$ cat src/rtl/neuron_input_arbiter_pkg.sv
// Shared types and helpers for the neuron input arbiter: FSM states, round-robin pick.
// Latency: none (combinational helper). Backpressure: not applicable.
package neuron_arb_pkg;

    localparam int SYNC_STAGES = 2;
    localparam int MAX_SRC     = 16;

    typedef enum logic [2:0] {
        IDLE,
        SETUP,
        REQ,
        RELEASE,
        DONE
    } state_t;

    typedef struct packed {
        logic       vld;
        logic [3:0] idx;
    } pick_t;

    // First set bit at or above ptr, wrapping at n. Walking offsets downward lets the
    // lowest offset win without an early exit.
    function automatic pick_t rr_pick(input logic [MAX_SRC-1:0] req,
                                      input logic [3:0]         ptr,
                                      input int                 n);
        pick_t res;
        int    cand;
        res = '0;
        for (int off = MAX_SRC - 1; off >= 0; off--) begin
            cand = (int'(ptr) + off) % n;
            if (off < n && req[cand[3:0]]) begin
                res.vld = 1'b1;
                res.idx = cand[3:0];
            end
        end
        return res;
    endfunction

endpackage

$ cat src/rtl/neuron_input_arbiter_ack_sync.sv
// Multi-flop synchroniser for the neuron's asynchronous acknowledge.
// Latency: STAGES cycles. Backpressure: none, free-running.
module neuron_ack_sync
    import neuron_arb_pkg::*;
#(
    parameter int STAGES = SYNC_STAGES
) (
    input  logic clk,
    input  logic rst,
    input  logic async_in,
    output logic sync_out
);

    logic [STAGES-1:0] sync_q;
    logic [STAGES-1:0] sync_d;

    always_comb begin
        sync_d = {sync_q[STAGES-2:0], async_in};
    end

    always_ff @(posedge clk or posedge rst) begin
        if (rst) begin
            sync_q <= '0;
        end else begin
            sync_q <= sync_d;
        end
    end

    assign sync_out = sync_q[STAGES-1];

endmodule

$ cat src/rtl/neuron_input_arbiter.sv
// Round-robin arbiter sharing one neuron four-phase channel among N_SRC sources; NEURON_ARB_TIMEOUT_EN adds an ack watchdog.
// Latency: grant one cycle after src_req, nrn_req SETUP_CYC cycles later. Backpressure: sources hold src_req until src_ack.
module neuron_input_arbiter
    import neuron_arb_pkg::*;
#(
    parameter int N_SRC       = 4,
    parameter int SETUP_CYC   = 1,
    parameter int TIMEOUT_CYC = 255
) (
    input  logic                     clk,
    input  logic                     rst,
    input  logic [N_SRC-1:0]         src_req,
    input  logic [N_SRC-1:0]         src_data,
    output logic [N_SRC-1:0]         src_ack,
    output logic                     nrn_data,
    output logic                     nrn_req,
    input  logic                     nrn_ack,
    output logic                     busy,
    output logic [$clog2(N_SRC)-1:0] grant_id,
    output logic                     timeout_err
);

    localparam int GW = $clog2(N_SRC);

    state_t           state_q, state_d;
    logic [GW-1:0]    grant_q, grant_d;
    logic [GW-1:0]    rr_ptr_q, rr_ptr_d;
    logic [N_SRC-1:0] src_ack_q, src_ack_d;
    logic             nrn_req_q, nrn_req_d;
    logic             nrn_data_q, nrn_data_d;
    logic [3:0]       setup_cnt_q, setup_cnt_d;
    logic             ack_s;
    logic             tmo_hit;
    pick_t            pick;
    logic [GW-1:0]    pick_idx;

    neuron_ack_sync #(.STAGES(SYNC_STAGES)) u_ack_sync (
        .clk      (clk),
        .rst      (rst),
        .async_in (nrn_ack),
        .sync_out (ack_s)
    );

    assign pick     = rr_pick(MAX_SRC'(src_req), 4'(rr_ptr_q), N_SRC);
    assign pick_idx = GW'(pick.idx);

`ifdef NEURON_ARB_TIMEOUT_EN
    logic [7:0] to_cnt_q, to_cnt_d;
    logic       timeout_err_q, timeout_err_d;

    assign tmo_hit = (state_q == REQ || state_q == RELEASE) && (to_cnt_q == 8'(TIMEOUT_CYC - 1));

    // Counter restarts whenever the FSM moves, so REQ and RELEASE each get the full window.
    always_comb begin
        to_cnt_d      = '0;
        timeout_err_d = timeout_err_q | tmo_hit;
        if ((state_q == REQ || state_q == RELEASE) && state_d == state_q) begin
            to_cnt_d = to_cnt_q + 8'd1;
        end
    end

    always_ff @(posedge clk or posedge rst) begin
        if (rst) begin
            to_cnt_q      <= '0;
            timeout_err_q <= 1'b0;
        end else begin
            to_cnt_q      <= to_cnt_d;
            timeout_err_q <= timeout_err_d;
        end
    end

    assign timeout_err = timeout_err_q;
`else
    assign tmo_hit     = 1'b0;
    assign timeout_err = 1'b0;
`endif

    always_comb begin
        state_d     = state_q;
        grant_d     = grant_q;
        rr_ptr_d    = rr_ptr_q;
        src_ack_d   = '0;
        nrn_req_d   = nrn_req_q;
        nrn_data_d  = nrn_data_q;
        setup_cnt_d = setup_cnt_q;
        case (state_q)
            IDLE: begin
                // A still-high ack belongs to the previous handshake; never start on top of it.
                if (pick.vld && !ack_s) begin
                    grant_d     = pick_idx;
                    nrn_data_d  = src_data[pick_idx];
                    setup_cnt_d = '0;
                    state_d     = SETUP;
                end
            end
            SETUP: begin
                if (setup_cnt_q == 4'(SETUP_CYC - 1)) begin
                    nrn_req_d = 1'b1;
                    state_d   = REQ;
                end else begin
                    setup_cnt_d = setup_cnt_q + 4'd1;
                end
            end
            REQ: begin
                if (tmo_hit) begin
                    nrn_req_d          = 1'b0;
                    nrn_data_d         = 1'b0;
                    src_ack_d[grant_q] = 1'b1;
                    state_d            = DONE;
                end else if (ack_s) begin
                    nrn_req_d = 1'b0;
                    state_d   = RELEASE;
                end
            end
            RELEASE: begin
                if (tmo_hit || !ack_s) begin
                    nrn_data_d         = 1'b0;
                    src_ack_d[grant_q] = 1'b1;
                    state_d            = DONE;
                end
            end
            DONE: begin
                rr_ptr_d = (grant_q == GW'(N_SRC - 1)) ? '0 : grant_q + GW'(1);
                state_d  = IDLE;
            end
            default: state_d = IDLE;
        endcase
    end

    always_ff @(posedge clk or posedge rst) begin
        if (rst) begin
            state_q     <= IDLE;
            grant_q     <= '0;
            rr_ptr_q    <= '0;
            src_ack_q   <= '0;
            nrn_req_q   <= 1'b0;
            nrn_data_q  <= 1'b0;
            setup_cnt_q <= '0;
        end else begin
            state_q     <= state_d;
            grant_q     <= grant_d;
            rr_ptr_q    <= rr_ptr_d;
            src_ack_q   <= src_ack_d;
            nrn_req_q   <= nrn_req_d;
            nrn_data_q  <= nrn_data_d;
            setup_cnt_q <= setup_cnt_d;
        end
    end

    assign src_ack  = src_ack_q;
    assign nrn_req  = nrn_req_q;
    assign nrn_data = nrn_data_q;
    assign grant_id = grant_q;
    assign busy     = (state_q != IDLE);

endmodule

$ cat config.mk
export PLATFORM = sky130hd
export DESIGN_NAME = neuron_input_arbiter
export DESIGN_NICKNAME = d
export VERILOG_FILES = /design/src/rtl/neuron_input_arbiter_pkg.sv /design/src/rtl/neuron_input_arbiter_ack_sync.sv /design/src/rtl/neuron_input_arbiter.sv
export SDC_FILE = /design/constraint.sdc
export NUM_CORES = 1
export LEC_CHECK = 0
export CAP_MARGIN = 10
export CORE_MARGIN = 10
export CORE_UTILIZATION = 51
export DETAILED_ROUTE_END_ITERATION = 10
export GPL_ROUTABILITY_DRIVEN = 0
export PLACE_DENSITY = 0.91
export SLEW_MARGIN = 20
export SYNTH_ARGS = -nofsm -noshare
export SYNTH_HDL_FRONTEND = slang
export SYNTH_SLANG_ARGS = --single-unit
$ cat constraint.sdc
create_clock -name clk -period 3.1 [get_ports clk]
set_clock_uncertainty 0.1 [all_clocks]
set_input_delay 0.62 -clock clk [delete_from_list [all_inputs] [get_ports clk]]
set_output_delay 0.62 -clock clk [all_outputs]
set_load 0.1 [all_outputs]
# Word level (Yosys, flattened, before mapping)

Cells that the tools add are included.

Bitwise operators: 3
Multiplexer cells: 33
Order comparisons: 7
Add/subtract/negate cells: 5
Reductions and logical operators: 17
Eq/ne operators: 10

Operators with widths:

| cell                | count |
|---|---|
| $mux 5              | 4 |
| $mux 4              | 4 |
| $lt 4x5->1 const B  | 3 |
| $mux 3              | 4 |
| $pmux 3 s4          | 1 |
| $mux 1              | 10 |
| $bmux 1 s3          | 3 |
| $reduce_and 3->1    | 3 |
| $ne 2x2->1 const B  | 4 |
| $pmux 4 s2          | 1 |
| $eq 3x2->1 const B  | 2 |
| $lt 2x3->1 const B  | 2 |
| $reduce_bool 2->1   | 3 |
| $reduce_or 2->1     | 3 |
| $lt 2x5->1 const B  | 1 |
| $add 2x1->2 const B | 2 |
| $add 2x2->2 const B | 2 |
| $add 4x1->4 const B | 1 |
| $bmux 1 s2          | 2 |
| $logic_not 4->1     | 1 |
| $pmux 1 s2          | 2 |
| $reduce_and 4->1    | 1 |
| $and 1x1->1 const A | 3 |
| $eq 3x1->1 const B  | 1 |
| other kinds (11)    | 12 |

Output and inout port bits: 10
Bits of input ports: 11
Register bits: 19
Logic and storage cells: 83

# Logic depth before layout (Yosys ltp)

Gate-level depths: netlist of the first run.

Word-level depth: 13
Depth in mapped cells: 8

# Hierarchy

A second synthesis of the first run with hierarchy kept.

Cells, all modules: 106
Area total of the unflattened synthesis: 1053.5 um^2

By module, submodules not included:

| module               | area each (um^2) | times used | seq. area each (um^2) | cells an instance |
|---|---|---|---|---|
| neuron_input_arbiter | 999.7            | 1          | 425.4                 | 103 |
| neuron_ack_sync      | 53.8             | 1          | 50.0                  | 3 |

# Worst setup path before layout of the first run

OpenSTA, ideal clock, no wires.

Path type: register to register
Start: register state_q[1]
End: register setup_cnt_q[0]
Slack: 0.864 ns
Setup time: 0.125 ns
Buffers on the path: 1
Arrival: 2.011 ns
Cell stages (with the launch flop): 7
Period minus slack after synthesis: 2.236 ns
Required time: 2.875 ns
Cell sequence: dfrtp_1 buf_2 nor2_4 nand2_1 nor3_4 nor2_1 mux2_2

Longest elaborated chain between the ends: 3
Elaborated cells on any way between the ends: 7
Those cells by class: 3 x eq/ne; 1 x mux; 3 x reduce/logical

RTL lines:

| item                                                      | line                        | source |
|---|---|---|
| start: declaration                                        | neuron_input_arbiter.sv:25  | `state_t state_q, state_d;` |
| start signal: assignment                                  | neuron_input_arbiter.sv:140 | `state_q <= state_d;` |
| $eq 3x1->1 or $logic_not 3->1 (tied branches)             | neuron_input_arbiter.sv:86  | `case (state_q)` |
| $ne 2x2->1 (no line) or $reduce_bool 2->1 (tied branches) | -                           |  |
| $reduce_and 3->1 (no line)                                | -                           |  |
| end signal: assignment                                    | neuron_input_arbiter.sv:146 | `setup_cnt_q <= setup_cnt_d;` |
| end: declaration                                          | neuron_input_arbiter.sv:31  | `logic [3:0] setup_cnt_q, setup_cnt_d;` |

Several ways; a longest one is shown, not always the timed one.
A chain may end at the register's enable or synchronous reset.

# Worst setup path in the final report of the first run

Start: input port src_req[1]
End: register setup_cnt_q[1]

Longest elaborated chain between the ends: 9
Elaborated cells on any way between the ends: 15
Those cells by class: 1 x eq/ne; 12 x mux; 2 x reduce/logical

RTL lines:

| item                         | line                           | source |
|---|---|---|
| start: declaration           | neuron_input_arbiter.sv:12     | `input logic [N_SRC-1:0] src_req,` |
| $bmux 1 s3                   | neuron_input_arbiter_pkg.sv:31 | `if (off < n && req[cand[3:0]]) begin` |
| $mux 1 (not written as such) | neuron_input_arbiter_pkg.sv:31 |  |
| $mux 5 (3 in series)         | neuron_input_arbiter_pkg.sv:31 |  |
| $mux 5 *                     | neuron_input_arbiter_pkg.sv:31 |  |
| $logic_and 1x1->1 *          | neuron_input_arbiter.sv:89     | `if (pick.vld && !ack_s) begin` |
| $ne 2x2->1 (no line) *       | -                              |  |
| $reduce_and 3->1 (no line) * | -                              |  |

Mark *: on every way between the ends. The rest lies on a longest branch, timed or not. The select of a mux whose other input is x is not followed.

==> results of run 1 <==
## flip-flops by register name, indices dropped and copies added, names as in the netlist
| register | flops |
|---|---|
| state_q | 3 |
| src_ack | 4 |
| rr_ptr_q | 2 |
| u_ack_sync.sync_q | 2 |
| grant_id | 2 |
| nrn_req | 1 |
| nrn_data | 1 |
| setup_cnt_q | 4 |
## cells in the final DEF (no fill, tap or decap), types with 2 or more instances in the layout
master,netlist,layout
mux2i_1,4,4
buf_4,1,9
nand2_1,8,8
nor2_1,11,11
xor2_1,2,2
a21oi_1,8,8
clkdlybuf4s50_1,0,10
mux2_2,2,2
ha_1,6,6
clkbuf_4,0,3
dfrtp_1,19,19
nand2b_1,2,2
inv_1,7,7
o21ai_0,4,4
and2_1,5,5
## worst reg2reg max path: cells and delay by family, from the launching register on
family | cells | cell delay [ns]
fa+ha+maj | 1 | 0.15
buf+inv | 1 | 0.08
simple gates | 4 | 0.81
flops | 1 | 0.43
xor+xnor | 1 | 0.15
## final cells by class
type	count	area [µm²]
Fill cell	145	598
Tap cell	25	31.3
Timing Repair Buffer	19	168
Clock buffer	4	26.3
Inverter	7	26.3
Sequential cell	19	475
Multi-Input combinational cell	69	477
## final timing paths
| check | depth (start not counted) | slack (ns) | to |
|---|---|---|---|
| max in group asynchronous | 2 | 1.83 | state_q[1] |
| hold reg to reg | 0 | 0.26 | u_ack_sync.sync_q[1] |
| setup reg to reg | 7 | 1.27 | setup_cnt_q[3] |
| setup / recovery | 4 | 0.96 | setup_cnt_q[1] |
| min in group asynchronous | 2 | 0.62 | nrn_data |
| hold / removal | 0 | 0.26 | u_ack_sync.sync_q[1] |
## kinds of logic (layout without fill, tap and decap cells)
group	count (synthesis)	in the layout	synth area share
buffers and inverters	10	30	0.0499
xor gates and xnor gates	2	2	0.0175
AOI/OAI and AO/OA	17	17	0.105
other	1	1	0.00374
adders and majority gates	6	6	0.0749
DFF	19	19	0.474
and+or+nand+nor	37	37	0.212
muxes	6	6	0.0624
## stage by stage
stage	hold slack, ns	util	std cells	setup slack [ns]
CTS	0.263	0.668	143	0.981
global route	0.277	0.668	143	0.883
floorplan	0.231	-	98	0.864
global placement	0.235	0.653	139	0.815
detailed placement	0.240	0.653	139	0.720
finish	0.260	0.668	143	0.960
## where the power goes
part           internal, mW  leakage, nW  switching [mW]
registers             0.323        0.246          0.0938
clock network        0.0501       0.0150          0.0735
logic                 0.207        0.312           0.455
## layer usage
metal / share of wire / vias up / track usage
met5: 0 / - / 0
met4: 0.033 / 0 / 0.0642
met3: 0.084 / 13 / 0.0314
met2: 0.49 / 43 / 0.183
met1: 0.40 / 384 / 0.105
li1: - / 369 / -
==> impl_metrics.py, run 1 <==
metrics = {
    "grt": {
        "overflow": 0,
        "grt_first_pass_wirelength_mm": 3.51,
        "grt_pass1_vias": 804,
        "grt_use_total": 0.104,
        "grt_max_degree": 20,
        "antenna_found_initial": 0,
    },
    "synthesis": {
        "yosys.area.top_type": "dfrtp_1",
        "synth-edff-count": 0,
        "synth-seq-cells": 19,
        "syn-num-nets": 115,
        "ys_seq_area_frac": 0.474,
        "yosysWarnings": 0,
        "synth_common_cells": "dfrtp_1 (19), nor2_1 (11), a21oi_1 (8), nand2_1 (8), inv_1 (7)",
        "synth.avg_cell_area_um2": 10.2,
        "yosysUniqueCellTypes": 32,
        "yosysMostFrequentCell": "dfrtp_1",
        "ys_top_cells_by_area": "dfrtp_1 (47%), ha_1 (7.5%), nor2_1 (4.1%)",
        "async_reset_ff_frac": 1.00,
        "synthesis.instances": 98,
        "netlist_area_um2": 1000,
        "synthFlopType": "dfrtp_1",
        "synth_top_area_frac": 0.474,
    },
    "cells_and_area": {
        "num_antenna_cells": 0,
        "drive_above_1_share": 0.161,
        "fin_area_um2": 1200,
        "syn_to_final_growth_pct": 20.1,
        "layout.nets": 136,
    },
    "placed_design": {
        "place_hpwl_mm": 1.69,
        "io_buffers": 19,
        "placed_cell_area_um2": 1180,
    },
    "routing": {
        "wl_mm": 2.14,
        "drcViolationCount": 0,
        "drt_first_pass_iters": 4,
        "vias": 809,
        "drtIter0Drc": 27,
        "final_antenna_net_count": 0,
        "wl_per_cell_um": 15.0,
        "vias_per_cell": 5.66,
    },
    "setup_path": {
        "critPathLaunch": "src_req[1]",
        "cp_slowest_cell": "nor4_1",
        "cp.arrival_ns": 2.23,
        "path_delay_family": "simple AND/OR/NAND/NOR gates",
        "cp.required_ns": 3.19,
        "crit_path_start_kind": "primary input",
        "worstSetupEndpointType": "register",
        "cp_max_fo": 8,
        "path_class": "primary input to register",
        "critPathMaxStageDelay_ns": 0.65,
        "crit_buf_inv": 1,
        "r2r_start": "setup_cnt_q[0]",
        "cp_cell_sequence": "clkdlybuf4s50_1 -> nor4_1 -> nor3_4 -> o31ai_1",
    },
    "sta": {
        "setup_tns_ns": 0,
        "final-setup-viol-count": 0,
        "rsz0062_at_grt": "no",
        "fin_crit_ns": 2.14,
        "worst_pin_slew_ns": 0.700,
        "post-route-period-util": 0.690,
        "final_max_slew_viol_count": 0,
        "clock.fmax_mhz": 467,
        "hold_violations": 0,
        "slew_headroom": 0.533,
    },
    "power": {
        "p_leak_nw": 0.573,
        "power_mw": 1.20,
        "powerDensity_nw_per_um2": 998,
        "peakVddDrop_v": 0.000498,
    },
    "floorplanning": {
        "rows": 15,
        "die_x_um": 64.3,
        "coreArea_um2": 1800,
        "start_util": 0.556,
        "die_h_um": 64.3,
        "die_area_um2": 4140,
        "io_pins": 21,
    },
    "clock_tree": {
        "clock_sinks": 19,
        "h-tree-depth": 1,
        "cts_hold_buffers": 0,
        "cts_tree": "yes",
        "cts_setup_buffers": 0,
        "insertion_delay_ns": 0.29,
        "cts_resized": 0,
        "cts.clk_slew.worst_paths_ns": 0.09,
        "clockRootBuffer": "clkbuf_4",
        "cts_buffers": 3,
        "clk_path_buf_depth": 2,
    },
    "outcome": {
        "status": "finished clean",
    },
    "hold_path": {
        "min_from": "u_ack_sync.sync_q[0]",
        "min_path_type": "register to register",
    },
    "run": {
        "maxCapViolations": 0,
    },
}
Power figures use the tool's default switching activity.
==> inputs of run 2 (changes only) <==
--- a/config.mk
+++ b/config.mk
@@ -7,10 +7,10 @@
 export LEC_CHECK = 0
 export CAP_MARGIN = 10
 export CORE_MARGIN = 10
-export CORE_UTILIZATION = 51
+export CORE_UTILIZATION = 44
 export DETAILED_ROUTE_END_ITERATION = 10
 export GPL_ROUTABILITY_DRIVEN = 0
-export PLACE_DENSITY = 0.91
+export PLACE_DENSITY = 0.84
 export SLEW_MARGIN = 20
 export SYNTH_ARGS = -nofsm -noshare
 export SYNTH_HDL_FRONTEND = slang
==> constraint.sdc (replaced) <==
create_clock -name clk -period 1.8 [get_ports clk]
set_clock_uncertainty 0.1 [all_clocks]
set_input_delay 0.36 -clock clk [delete_from_list [all_inputs] [get_ports clk]]
set_output_delay 0.36 -clock clk [all_outputs]
set_load 0.1 [all_outputs]
==> run 2 against run 1 <==
  * Power is 94% higher
  * Global-route usage fell by 0.70 points
  * Cell count is 7.7% higher
  * Routed wire length rose by 0.42%
  * Register-to-register slack worse by 1.2 ns
  * Clock power up 70%
  * Non-clock buffer count is 8 higher
  * Sequential power is 78% higher
  * Combinational power rose by 110%
  * Hold slack improved by 0.0018 ns
  * Sequential share of layout area fell by 5.4 points
==> impl_metrics.py, run 2 (synthesis results as in run 1) <==
metrics = {
    "setup_path": {
        "critPathLaunch": "setup_cnt_q[1]",
        "r2r_cells": 5,
        "path_class": "register to register",
        "crit_path_start_kind": "register",
        "worstSetupEndpointType": "register",
        "cp.required_ns": 1.92,
        "cp.arrival_ns": 1.87,
        "cp_max_fo": 3,
        "r2r_start": "setup_cnt_q[1]",
    },
    "clock_tree": {
        "h-tree-depth": 1,
        "cts_buffers": 3,
        "cts.clk_slew.worst_paths_ns": 0.11,
        "cts_tree": "yes",
        "clockRootBuffer": "clkbuf_4",
        "insertion_delay_ns": 0.29,
        "clock_sinks": 19,
        "clk_path_buf_depth": 2,
    },
    "floorplanning": {
        "die_h_um": 67.7,
        "coreArea_um2": 2190,
        "rows": 17,
        "start_util": 0.457,
        "die_x_um": 67.7,
        "die_area_um2": 4590,
        "io_pins": 21,
    },
    "grt": {
        "grt_max_degree": 20,
        "antenna_found_initial": 0,
        "grt_use_total": 0.0971,
        "grt_pass1_vias": 821,
        "grt_first_pass_wirelength_mm": 3.48,
        "overflow": 0,
    },
    "outcome": {
        "status": "finished clean",
    },
    "placed_design": {
        "place_hpwl_mm": 1.66,
        "dp_cells": 149,
        "io_buffers": 19,
        "pre_cts_slack_ns": -0.218,
    },
    "cells_and_area": {
        "fill_cells": 172,
        "final-instance-count-excl-fill": 154,
        "syn_to_final_growth_pct": 40.0,
        "drive_above_1_share": 0.278,
        "post-route-util": 0.640,
        "final_cell_mix": "dfrtp_1 (17), nor2_1 (11), clkdlybuf4s50_1 (10)",
        "layout.nets": 144,
        "mostFrequentLayoutCell": "dfrtp_1",
        "num_antenna_cells": 0,
    },
    "sta": {
        "clock.fmax_mhz": 572,
        "fin_crit_ns": 1.75,
        "post-route-period-util": 0.971,
        "final-setup-viol-count": 0,
        "final_max_slew_viol_count": 0,
        "worst_slack_ns": 0.0526,
        "hold_violations": 0,
    },
    "routing": {
        "final_antenna_net_count": 0,
        "wl_mm": 2.15,
        "vias_per_cell": 5.02,
        "vias": 773,
        "wl_per_cell_um": 14.0,
        "drtIter0Drc": 5,
        "drcViolationCount": 0,
        "drt_first_pass_iters": 4,
    },
    "hold_path": {
        "whs_path_depth": 0,
        "min_path_type": "register to register",
        "min_from": "u_ack_sync.sync_q[0]",
    },
    "power": {
        "p_leak_nw": 0.640,
        "peakVddDrop_v": 0.00104,
        "powerDensity_nw_per_um2": 1660,
    },
    "run": {
        "maxCapViolations": 0,
    },
}
==> run 2: area by class of cell <==
type,count,area (µm²),share of cell area
multi-input combinational,69,497,0.354
sequential,19,478,0.341
timing repair buffer,27,340,0.243
tap,28,35.0,0.0250
clock buffer,4,26.3,0.0187
inverter,7,26.3,0.0187
==> run 2: report_power, final <==
part           leakage [nW]  switching [mW]  internal (mW)
Combinational         0.381           0.809          0.573
Sequential            0.243           0.182          0.560
Clock                0.0150           0.125         0.0861
Total                 0.640            1.12           1.22
==> run 2: what timing repair did <==
item / in CTS / in global routing
buffers inserted: 0 / 1
hold buffers: 0 / 0
resized for setup: 0 / 6
setup endpoints to repair: 0 / 5
==> run 2: critical path, cell delays in order (launching register included) <==
cell	delay (ns)
dfrtp_1	0.43
inv_2	0.07
ha_2	0.16
or3b_1	0.36
or3_2	0.43
a21oi_2	0.14
==> run 2: worst paths after layout <==
path	slack (ns)	endpoint
worst max-delay path	0.05	state_q[1]
worst min-delay path	0.26	u_ack_sync.sync_q[1]
worst max register to register	0.05	state_q[1]
worst min register to register	0.26	u_ack_sync.sync_q[1]
max in group asynchronous	1.11	grant_id[1]
min in group asynchronous	0.27	setup_cnt_q[2]
==> run 2: per-stage QoR <==
stage                     instance area [µm²]  hold WS (ns)  power [mW]  setup TNS (ns)
final                                    1400         0.262        2.33               0
after global routing                     1400         0.281        2.50         -0.0801
after CTS                                1380         0.265        2.30               0
after detailed placement                 1350         0.240        2.09          -0.971
after global placement                   1350         0.237        2.03          -0.599
after floorplan                          1010         0.211        1.64         -0.0774
==> run 2: per-layer routing <==
| metal | vias up | GRT usage | wire (µm) |
|---|---|---|---|
| met2 | 24 | 0.175 | 1110 |
| met4 | 0 | 0.0462 | 46 |
| met1 | 358 | 0.102 | 850 |
| li1 | 387 | - | - |
| met5 | - | 0 | 0 |
| met3 | 4 | 0.0264 | 138 |
